<file path="config.mk">
export PLATFORM = sky130hd
export DESIGN_NAME = mux_sel_sequencer_flat
export DESIGN_NICKNAME = d
export VERILOG_FILES = /design/src/rtl/mux_sel_sequencer_if.sv /design/src/rtl/mux_sel_sequencer.sv /design/src/flat_wrapper.sv
export SDC_FILE = /design/constraint.sdc
export NUM_CORES = 1
export LEC_CHECK = 0
export CAP_MARGIN = 20
export CELL_PAD_IN_SITES_DETAIL_PLACEMENT = 1
export CELL_PAD_IN_SITES_GLOBAL_PLACEMENT = 2
export CORE_UTILIZATION = 33
export CTS_BUF_LIST = sky130_fd_sc_hd__clkbuf_4 sky130_fd_sc_hd__clkbuf_8 sky130_fd_sc_hd__clkbuf_16
export DETAILED_ROUTE_END_ITERATION = 8
export PLACE_DENSITY = 0.95
export SLEW_MARGIN = 30
export SYNTH_ARGS = -nofsm -noshare
export SYNTH_HDL_FRONTEND = slang
export SYNTH_SLANG_ARGS = --single-unit
</file>
<file path="constraint.sdc">
create_clock -name clk -period 4.4 [get_ports clk]
set_clock_uncertainty 0.15 [all_clocks]
set_input_delay 0.88 -clock clk [delete_from_list [all_inputs] [get_ports clk]]
set_output_delay 0.88 -clock clk [all_outputs]
set_load 0.01 [all_outputs]
</file>
<file path="src/rtl/mux_sel_sequencer_if.sv">
// Control/status bundle between a run controller and the mux select sequencer.
// The slave side is the sequencer; the master side programs it and observes status.
interface mux_sel_sequencer_if #(
    parameter int DWELL_W = 8,
    parameter int FCNT_W  = 8
);
    logic               en;
    logic [DWELL_W-1:0] dwell;
    logic [3:0]         ch_mask;
    logic [1:0]         sel;
    logic               sel_valid;
    logic               sample_stb;
    logic               frame_done;
    logic               busy;
    logic [FCNT_W-1:0]  frame_cnt;

    modport master (
        output en, dwell, ch_mask,
        input  sel, sel_valid, sample_stb, frame_done, busy, frame_cnt
    );

    modport slave (
        input  en, dwell, ch_mask,
        output sel, sel_valid, sample_stb, frame_done, busy, frame_cnt
    );
endinterface

</file>
<file path="src/rtl/mux_sel_sequencer.sv">
// Round-robin select sequencer for a 4:1 mux. Each enabled channel is held for
// dwell+1 cycles; sample_stb marks the last (settled) cycle of every dwell and
// frame_done marks the strobe after which the scan wraps back to the lowest channel.
module mux_sel_sequencer #(
    parameter int DWELL_W = 8,
    parameter int FCNT_W  = 8
) (
    input  logic              clk,
    input  logic              rst_n,
    mux_sel_sequencer_if.slave bus
);

    typedef enum logic {IDLE, DWELL} state_t;

    state_t             state_q, state_d;
    logic [1:0]         sel_q, sel_d;
    logic               vld_q, vld_d;
    logic [DWELL_W-1:0] cnt_q, cnt_d;
    logic [DWELL_W-1:0] dwell_q, dwell_d;
    logic [FCNT_W-1:0]  fcnt_q, fcnt_d;

    logic [1:0] first_ch;
    logic [1:0] next_ch;
    logic       above;
    logic       stb;
    logic       fdone;

    // Channel search: lowest enabled channel, next enabled channel after sel
    // (wrapping), and whether any enabled channel remains above sel this frame.
    always_comb begin
        first_ch = 2'd0;
        for (int i = 3; i >= 0; i--)
            if (bus.ch_mask[i]) first_ch = 2'(i);

        // Smallest forward distance wins; distance 4 falls back to sel itself.
        next_ch = sel_q;
        for (int k = 3; k >= 1; k--)
            if (bus.ch_mask[sel_q + 2'(k)]) next_ch = sel_q + 2'(k);

        above = 1'b0;
        for (int i = 0; i < 4; i++)
            if (i > int'(sel_q) && bus.ch_mask[i]) above = 1'b1;

        // Strobe comes purely from registered state so it is glitch-free.
        stb   = (state_q == DWELL) && (cnt_q == dwell_q);
        fdone = stb && !above;
    end

    // Next-state logic: start, dwell count, advance or graceful stop.
    always_comb begin
        state_d = state_q;
        sel_d   = sel_q;
        vld_d   = vld_q;
        cnt_d   = cnt_q;
        dwell_d = dwell_q;
        fcnt_d  = fcnt_q;
        case (state_q)
            IDLE: begin
                if (bus.en && (bus.ch_mask != 4'd0)) begin
                    state_d = DWELL;
                    sel_d   = first_ch;
                    cnt_d   = '0;
                    dwell_d = bus.dwell;
                    vld_d   = 1'b1;
                end
            end
            DWELL: begin
                if (stb) begin
                    if (fdone) fcnt_d = fcnt_q + 1'b1;
                    // The current dwell has finished; stop only at this boundary.
                    if (!bus.en || (bus.ch_mask == 4'd0)) begin
                        state_d = IDLE;
                        vld_d   = 1'b0;
                    end else begin
                        sel_d   = next_ch;
                        cnt_d   = '0;
                        dwell_d = bus.dwell;
                    end
                end else if (cnt_q < dwell_q) begin
                    cnt_d = cnt_q + 1'b1;
                end
            end
            default: state_d = IDLE;
        endcase
    end

    // State registers with synchronous active-low reset.
    always_ff @(posedge clk) begin
        if (!rst_n) begin
            state_q <= IDLE;
            sel_q   <= 2'd0;
            vld_q   <= 1'b0;
            cnt_q   <= '0;
            dwell_q <= '0;
            fcnt_q  <= '0;
        end else begin
            state_q <= state_d;
            sel_q   <= sel_d;
            vld_q   <= vld_d;
            cnt_q   <= cnt_d;
            dwell_q <= dwell_d;
            fcnt_q  <= fcnt_d;
        end
    end

    assign bus.sel        = sel_q;
    assign bus.sel_valid  = vld_q;
    assign bus.sample_stb = stb;
    assign bus.frame_done = fdone;
    assign bus.busy       = (state_q != IDLE);
    assign bus.frame_cnt  = fcnt_q;

endmodule

</file>
<file path="src/flat_wrapper.sv">
// flat-port wrapper written by rule: the top's interface ports become plain ports
module mux_sel_sequencer_flat 
#(
    parameter int DWELL_W = 8,
    parameter int FCNT_W  = 8
)
  (clk, rst_n, bus_en, bus_dwell, bus_ch_mask, bus_sel, bus_sel_valid, bus_sample_stb, bus_frame_done, bus_busy, bus_frame_cnt);
  mux_sel_sequencer_if #(.DWELL_W(DWELL_W), .FCNT_W(FCNT_W)) bus_i ();
  input  logic clk;
  input  logic rst_n;
  input wire logic [$bits(bus_i.en)-1:0] bus_en;
  input wire logic [$bits(bus_i.dwell)-1:0] bus_dwell;
  input wire logic [$bits(bus_i.ch_mask)-1:0] bus_ch_mask;
  output wire logic [$bits(bus_i.sel)-1:0] bus_sel;
  output wire logic [$bits(bus_i.sel_valid)-1:0] bus_sel_valid;
  output wire logic [$bits(bus_i.sample_stb)-1:0] bus_sample_stb;
  output wire logic [$bits(bus_i.frame_done)-1:0] bus_frame_done;
  output wire logic [$bits(bus_i.busy)-1:0] bus_busy;
  output wire logic [$bits(bus_i.frame_cnt)-1:0] bus_frame_cnt;
  assign bus_i.en = bus_en;
  assign bus_i.dwell = bus_dwell;
  assign bus_i.ch_mask = bus_ch_mask;
  assign bus_sel = bus_i.sel;
  assign bus_sel_valid = bus_i.sel_valid;
  assign bus_sample_stb = bus_i.sample_stb;
  assign bus_frame_done = bus_i.frame_done;
  assign bus_busy = bus_i.busy;
  assign bus_frame_cnt = bus_i.frame_cnt;
  mux_sel_sequencer #(.DWELL_W(DWELL_W), .FCNT_W(FCNT_W)) u_core (.clk(clk), .rst_n(rst_n), .bus(bus_i));
endmodule
</file>
==> out/results.tsv <==
metric	value	unit
status	completed	
setup_tns	0	ns
Final Max Slew Viols	0	
CTS tree	yes	
Worst Path Arrival	2.65	ns
Max VDD drop	0.000126	V
Hold Vio Cnt, Final	0	
Root Buffer	clkbuf_8	
fill count	569	
worst-margin pin slew	0.746	ns
first-pass GRT wire length	7.12	mm
Crit Path Category	input port to primary output	
Worst slew margin	50.1	%
pwr dens	281	mW/mm²
Routed Antenna Nets	0	
FP Rows	25	
largest net degree at the start of global routing	22	
Clock transition at path regs	0.10	ns
grt total ovfl	0	
layout cells sized above 1	5.29	%
Post-CTS Setup Bufs	0	
cell mode on critical path	clkdlybuf4s50_1	
vias per std cell	5.22	
Post-synth EDFFs	0	
Layout Nets	255	
dpl cells	290	
Mapped Nets	226	
drt wl/cell	14.1	µm
DP Wirelength	3.08	mm
Seq cells post-synth	28	
RSZ-0062 raised after global routing	false	
WP buf/inv	3	
clk buf depth	2	
crit path launch type	input port	
Critical Path End Type	primary output	
worst-path maximum fanout	6	
cts hold-fix bufs	0	
routed vias	1534	
slowest CP cell	clkdlybuf4s50_1	
DRC violations left	0	
area used by multi-input combinational logic	982	µm²
Yosys warnings	0	
GPL Wtd Cong	0.847	
Req. time, crit path	3.37	ns
most frequent cells in the layout	nand2_1, clkdlybuf4s50_1, dfxtp_1, a21oi_1, inv_1	
Clk Latency, worst-skew pair	0.28	ns
Fmax	271	MHz
Layout area overhead	25.0	%
period utilization	83.7	%
vias in the first global route	1509	
register area	561	µm²
Syn Inst Count	199	
Final Setup Violations	0	
LEAKAGE	0.752	nW
Port-buffer cells	28	
Routed Wire Length	4.14	mm
Top FF cell, synth	dfxtp_1	
Die Wd	72.3	µm
Seq/Total Area, Yosys	34.4	%
CP peak stage delay	0.55	ns
drt initial violations	59	
Detailed Routing Iterations Pass 1	4	
die height	72.3	µm
HP Class	register to register	
critical-path cell list	clkdlybuf4s50_1 -> a222oi_1 -> buf_4 -> and2_0 -> clkdlybuf4s50_1	
Post-synth ARST share	0	%
Avg Inst Size Synth	8.19	µm²
CTS resizes	0	
core area	0.00472	mm²
Final Non-Filler Cells	294	
Cell variety after synth	41	
synthesized area	0.00163	mm²
# H-tree levels	1	
die footprint	0.00522	mm²
clk sink count	28	
# IOs	29	
n_diodes	0	
initial antenna violation count	0	
minimum clock period	3.68	ns
Total Routing Usage GR	17.2	%
cell family with most CP delay	buffers and inverters	
Num CTS Buffers	3	
Initial Util	34.5	%
Max-Cap Viols	0	
## cell families (layout without fill, tap and decap cells)
| group | Yosys count | after routing | share of synthesized area [%] |
|---|---|---|---|
| DFF | 28 | 28 | 34.4 |
| AOI/OAI and AO/OA | 47 | 47 | 19.3 |
| adders and majority gates | 12 | 12 | 9.22 |
| xor gates and xnor gates | 5 | 5 | 2.69 |
| buffers and inverters | 21 | 49 | 5.38 |
| muxes | 8 | 8 | 4.99 |
| and+or+nand+nor | 78 | 78 | 24.0 |
## sequential cells by signal, summed over array words and instances (netlist names)
signal,cells
u_core.bus.sel,2
u_core.bus.busy,1
u_core.bus.sel_valid,1
u_core.bus.frame_cnt,8
u_core.cnt_q,8
u_core.dwell_q,8
## synth_stat cells (all sizes together), types with 2 or more instances
cell type  number  share of area (%)
buf             2                1.0
o21ai           4                1.5
xor2            4                2.2
nand2b          3                1.2
o211ai          3                1.4
or4             4                1.8
clkbuf          5                1.2
a2111o          2                1.4
a21oi          21                6.5
dfxtp          28                 34
o41ai           2                1.1
nor2           13                3.0
and2            2               0.85
nand4           8                3.5
a211oi          3                1.4
nand2          28                6.5
nand3          10                3.1
o31ai           5                2.3
inv            14                3.2
and3            4                1.5
ha             12                9.2
mux2i           7                4.3
## per-stage QoR
step	util, %	total power [W]	hold WS (ns)	instance area (µm²)	setup WS [ns]
final	43.1	0.000572	0.311	2040	0.716
after floorplan	-	0.000364	0.286	1630	1.61
after CTS	43.1	0.000578	0.315	2040	0.713
after detailed placement	42.0	0.000414	0.301	1980	0.733
after global routing	43.1	0.000607	0.340	2040	0.667
after global placement	41.9	0.000412	0.295	1980	0.750
## per-layer routing
layer / part of all wire [%] / wire (µm) / vias to the layer above / global-route usage [%]
met1: 51 / 2100 / 729 / 24.5
met4: 1.1 / 46 / 0 / 4.58
met3: 2.4 / 100 / 5 / 2.08
met2: 46 / 1900 / 22 / 27.5
met5: 0 / 0 / - / 0
li1: - / - / 778 / -
## worst register-to-register path, cell delays in order (launching register included)
cell	delay (ns)
dfxtp_1	0.42
inv_1	0.08
ha_1	0.29
nand4_1	0.18
o21ai_2	0.13
a2111o_1	0.58
or4_1	0.56
a21oi_1	0.15
## report_power, final
| part | switching (W) | leakage, nW | internal (W) |
|---|---|---|---|
| sequential | 0.0000115 | 0.228 | 0.000264 |
| combinational | 0.0000777 | 0.495 | 0.0000562 |
| clock | 0.0000822 | 0.0288 | 0.0000803 |
## final cells by class
cell class / count / share of cell area, %
Clock buffer: 4 / 2.70
Inverter: 14 / 2.58
Sequential cell: 28 / 27.5
Timing Repair Buffer: 31 / 14.9
Tap cell: 67 / 4.12
Multi-Input combinational cell: 150 / 48.2
## final timing paths
kind | start | to | slack [ns] | cells after the start
max reg2reg | u_core.cnt_q[0]$_SDFFE_PN0P_ | u_core.cnt_q[3]$_SDFFE_PN0P_ | 1.80 | 7
max | bus_ch_mask[2] | bus_frame_done | 0.72 | 5
min | u_core.dwell_q[2]$_SDFFE_PN0P_ | u_core.dwell_q[2]$_SDFFE_PN0P_ | 0.31 | 2
min reg2reg | u_core.dwell_q[2]$_SDFFE_PN0P_ | u_core.dwell_q[2]$_SDFFE_PN0P_ | 0.31 | 2
Note: power is estimated with default switching activity, not from simulation.
